===== src/rtl/alu_result_fifo.sv =====
// Result FIFO behind a fixed-latency execute stage. Credit-based issue control keeps
// stored plus in-flight results within capacity; head is first-word fall-through.
module alu_result_fifo #(
    parameter int unsigned DATA_WIDTH = 32,
    parameter int unsigned DEPTH      = 4
) (
    input  logic                     clk,
    input  logic                     rst,
    input  logic                     flush,
    input  logic                     issue_en,
    output logic                     credit_ok,
    input  logic                     res_valid,
    input  logic [DATA_WIDTH-1:0]    res_y,
    output logic                     out_valid,
    output logic [DATA_WIDTH-1:0]    out_data,
    input  logic                     out_ready,
    output logic [$clog2(DEPTH):0]   count,
    output logic [1:0]               err
);

    localparam int unsigned PtrW = $clog2(DEPTH);
    localparam int unsigned CntW = PtrW + 1;

    logic [DATA_WIDTH-1:0] mem [DEPTH];

    logic [PtrW-1:0] wr_ptr_q, wr_ptr_d;
    logic [PtrW-1:0] rd_ptr_q, rd_ptr_d;
    logic [CntW-1:0] count_q, count_d;
    logic [CntW-1:0] inflight_q, inflight_d;
    logic [1:0]      err_q, err_d;

    logic            full;
    logic            push;
    logic            pop;
    logic            res_match;
    logic [CntW:0]   credit_sum;

    assign full      = (count_q == CntW'(DEPTH));
    assign out_valid = (count_q != '0);
    assign pop       = out_valid & out_ready;
    // A full FIFO can still take a word when the head leaves in the same cycle.
    assign push      = res_valid & (~full | pop);
    // A result retires an in-flight op if one exists or is being launched right now.
    assign res_match = res_valid & ((inflight_q != '0) | issue_en);

    always_comb begin
        wr_ptr_d   = wr_ptr_q;
        rd_ptr_d   = rd_ptr_q;
        count_d    = count_q;
        inflight_d = inflight_q;
        err_d      = err_q;

        if (flush) begin
            wr_ptr_d   = '0;
            rd_ptr_d   = '0;
            count_d    = '0;
            inflight_d = '0;
        end else begin
            if (push) begin
                wr_ptr_d = wr_ptr_q + PtrW'(1);
            end
            if (pop) begin
                rd_ptr_d = rd_ptr_q + PtrW'(1);
            end

            unique case ({push, pop})
                2'b10:   count_d = count_q + CntW'(1);
                2'b01:   count_d = count_q - CntW'(1);
                default: count_d = count_q;
            endcase

            unique case ({issue_en, res_match})
                2'b10: begin
                    if (inflight_q != CntW'(DEPTH)) begin
                        inflight_d = inflight_q + CntW'(1);
                    end
                end
                2'b01:   inflight_d = inflight_q - CntW'(1);
                default: inflight_d = inflight_q;
            endcase

            if (res_valid && full && !pop) begin
                err_d[0] = 1'b1;
            end
            if (res_valid && (inflight_q == '0) && !issue_en) begin
                err_d[1] = 1'b1;
            end
        end
    end

    always_ff @(posedge clk or posedge rst) begin
        if (rst) begin
            wr_ptr_q   <= '0;
            rd_ptr_q   <= '0;
            count_q    <= '0;
            inflight_q <= '0;
            err_q      <= 2'b00;
        end else begin
            wr_ptr_q   <= wr_ptr_d;
            rd_ptr_q   <= rd_ptr_d;
            count_q    <= count_d;
            inflight_q <= inflight_d;
            err_q      <= err_d;
        end
    end

    // Storage is deliberately not reset; out_data is only meaningful with out_valid.
    always_ff @(posedge clk) begin
        if (push && !flush) begin
            mem[wr_ptr_q] <= res_y;
        end
    end

    assign credit_sum = {1'b0, count_q} + {1'b0, inflight_q};
    assign credit_ok  = (credit_sum < (CntW + 1)'(DEPTH));
    assign out_data   = mem[rd_ptr_q];
    assign count      = count_q;
    assign err        = err_q;

endmodule


===== config.mk =====
export PLATFORM = sky130hd
export DESIGN_NAME = alu_result_fifo
export DESIGN_NICKNAME = d
export VERILOG_FILES = /design/src/rtl/alu_result_fifo.sv
export SDC_FILE = /design/constraint.sdc
export NUM_CORES = 1
export LEC_CHECK = 0
export ABC_AREA = 1
export ABC_CLOCK_PERIOD_IN_PS = 3850
export CAP_MARGIN = 10
export CORE_MARGIN = 2
export CORE_UTILIZATION = 52
export CTS_CLUSTER_DIAMETER = 40
export DETAILED_ROUTE_END_ITERATION = 10
export PLACE_DENSITY = 0.81
export SYNTH_ARGS = -nofsm -noshare
export SYNTH_HDL_FRONTEND = slang
export SYNTH_SLANG_ARGS = --single-unit
export TNS_END_PERCENT = 1

===== constraint.sdc =====
create_clock -name clk -period 3.85 [get_ports clk]
set_input_delay 0.385 -clock clk [delete_from_list [all_inputs] [get_ports clk]]
set_output_delay 0.385 -clock clk [all_outputs]
set_load 0.02 [all_outputs]

==> qor_table.md <==
| Group | Item | Reported |
|:---|:---|:---|
| final layout | Layout overhead on the synthesized area | 24.8% |
| die | Cell row count | 37 |
| critical path | Worst-path maximum fanout | 33 |
| logic synthesis | Number of different library cells in the post-synthesis netlist | 25 |
| place | Port Buffer Count | 76 |
| logic synthesis | Xor and xnor area share after synthesis | 0% |
| die | Starting Density | 53.8% |
| sta | Maximum frequency from static timing analysis | 310 MHz |
| cts | Clock buffers created by TritonCTS | 17 |
| global routing | Global-route wire length before repair | 18100 um |
| sta | Min Tclk post-route | 3.22 ns |
| global routing | Number of global-route vias before repair | 3747 |
| critical path | Delay contributed by the slowest stage of the critical path | 0.73 ns |
| run status | Run status | complete, no violations |
| routing | Post-route DRC | 0 |
| place | Gpl congestion | 0.739 |
| global routing | GRT Util Overall | 21.0% |
| die | I/O Pins | 77 |
| routing | Post-detailed-route via-to-cell ratio | 5.58 |
| routing | Antenna viol nets, final | 0 |
| routing | Routed WL | 11400 um |
| global routing | Largest net degree at the start of global routing | 68 |
| die | Area of the core | 10400 sq um |
| routing | Initial DRC count | 248 |
| sta | Relative max-transition margin | 32.3% |
| logic synthesis | Avg Synthesized Cell Area | 13.2 sq um |
| critical path | Data required time at the worst endpoint | 3.46 ns |
| critical path | Type of destination of the critical path | primary output |
| routing | Vias after detailed routing | 3646 |
| critical path | Critical-path cell with the highest stage delay | inv_1 |
| critical path | Crit path cell chain | inv_1 -> o21ai_0 -> o22ai_1 -> clkdlybuf4s50_1 |
| sta | Share of the clock period used by the worst path | 83.8% |
| routing | Total iterations of the first detailed-routing run | 6 |
| logic synthesis | Syn Nets | 470 |
| logic synthesis | Combinational family with the most area after synthesis | compound AO/OA/AOI/OAI gates |
| cts | Maximum number of buffers from clock root to sink | 2 |
| die | Height of the chip | 108 um |
| routing | Detailed-route wire length per cell | 17.5 um |
| global routing | Initial antenna violation count | 0 |
| logic synthesis | Complex-gate fraction of the synthesized area | 10.5% |
| sta | Number of slew-limit violations in the final report | 0 |
| logic synthesis | Post-Syn Instances | 424 |
| final layout | Fraction of final layout cells with drive strength greater than 1 | 10.6% |
| sta | Final total negative setup slack | 0 ns |
| power and ir drop | Worst ir drop on vdd | 294 uV |
| power and ir drop | Power Total | 0.00400 W |
| critical path | Cell family with the largest share of critical-path delay | buffers and inverters |
| power and ir drop | LEAKAGE | 2.46 nW |
| critical path | Startpoint type of the worst setup path | flop |
| logic synthesis | Flops & latches, synth | 140 |
| die | Die width | 108 um |
| cts | Clk sinks | 140 |
| cts | Count of hold buffers inserted by post-cts repair | 0 |
| logic synthesis | Synthesized-area fraction occupied by adder cells | 2.06% |
| cts | Worst-skew pair later-pin latency | 0.51 ns |
| sta | RSZ-0062 raised after global routing | false |
| logic synthesis | Part of the Yosys area used for sequential elements | 74.2% |
| final layout | Fin nets | 551 |
| job | Total of max-cap violations | 0 |
| cts | CTS root buf | clkbuf_8 |
| sta | Count of endpoints failing hold in the final timing report | 0 |
| sta | Final setup violation count | 0 |
| cts | Level count of the clock H-tree | 4 |
| cts | Buffers inserted by post-CTS timing repair | 0 |
| sta | Transition at the pin with the smallest max-transition slack | 1.01 ns |
| final layout | Antenna diode count | 0 |
| logic synthesis | Yosys warnings | 0 |
| logic synthesis | Post-Syn Area | 5580 sq um |
| global routing | Global route total overflow | 0 |
| critical path | Setup Crit Path Kind | reg2out |
| place | Dpl hpwl | 6430 um |
| cts | Clock edge transition at the registers on the reported setup and hold paths | 0.06 ns |
| logic synthesis | Basic-gate share of the synthesized area counting and, or, nand and nor cells | 9.46% |
| final layout | Most frequent standard cell in the layout excluding fill and tap cells | edfxtp_1 |
| critical path | CP Buf/Inv Count | 2 |
| cts | TritonCTS clock tree | yes |
| final layout | Top library cells by usage in the layout, fill and taps aside | 128 x edfxtp_1, 76 x clkdlybuf4s50_1, 72 x nor2_1 |
| sta | Max Clock Skew | 0.00740 ns |
| logic synthesis | Mux contribution to synthesized area | 0% |
| power and ir drop | Total power divided by cell area | 575 nW/um^2 |
| critical path | Data arrival time of the critical path | 2.84 ns |
| die | Die area | 11600 sq um |
| cts | PostCTS Resize Cnt | 0 |
| hold path | Kind of path behind the tightest hold check | in2async |
-- state kept, by name (all words and copies together), names as in the netlist --
signal / count
count: 3
err: 2
inflight_q: 3
mem: 128
rd_ptr_q: 2
wr_ptr_q: 2
-- metal layers --
layer	global-route usage, %	vias to the layer above	routed length (um)
li1	-	1706	-
met1	25.6	1786	4680
met2	35.0	138	5850
met3	5.99	16	668
met4	8.79	0	228
met5	0	-	0
-- path summary, 6_finish.rpt --
path | startpoint | to | slack [ns] | cells after the start
max | rd_ptr_q[1] | out_data[19] | 0.63 | 4
min | rst | count[2] | 0.19 | 2
max reg2reg | count[2] | mem[2][9] | 1.81 | 8
min reg2reg | err[1] | err[1] | 0.47 | 1
max in group asynchronous | rst | rd_ptr_q[0] | 3.32 | 2
min in group clk | err[1] | err[1] | 0.47 | 1
-- cells in the mapped netlist (all sizes together) --
cell type	count	area share, %
nand4	3	0.34
nand2	33	2.6
clkbuf	10	0.67
a31o	2	0.31
fa	2	0.72
o21ai	71	6.4
o22ai	32	3.6
nor4	1	0.11
nand3	10	0.99
buf	10	1.5
a21oi	2	0.25
nor2	79	5.4
edfxtp	128	69
inv	23	1.6
ha	6	1.3
dfrtp	12	5.4
-- metrics by stage --
step | util (%) | hold slack, ns | setup WS (ns) | cells | instance area [sq um]
5_1_grt | 67.2 | 0.232 | 0.455 | 653 | 6970
6_report | 67.2 | 0.187 | 0.626 | 653 | 6970
2_1_floorplan | - | 0.250 | 1.08 | 424 | 5580
3_3_place_gp | 62.4 | 0.453 | 1.29 | 622 | 6470
4_1_cts | 67.2 | 0.193 | 0.581 | 653 | 6970
3_5_place_dp | 62.4 | 0.455 | 1.22 | 622 | 6470
-- where the power goes --
group          switching [W]  internal (W)
Combinational       0.000528      0.000357
Sequential         0.0000372       0.00173
Clock               0.000582      0.000772
Total                0.00115       0.00286
-- area by class of cell --
class / instances / area, sq um
clock buffers: 17 / 414
clock inverters: 14 / 82.6
multi-input cells: 241 / 1260
well taps: 136 / 170
inverters: 23 / 88.8
repair buffers: 82 / 806
flip-flops and latches: 140 / 4150
fillers: 748 / 3400
-- logic make-up (layout without fill, tap and decap cells) --
group           Yosys count  count (layout)
compound gates          107             107
fa+ha+maj                 8               8
buf+inv                  43             136
flops                   140             140
simple gates            126             126
(Power assumes the default switching activity.)
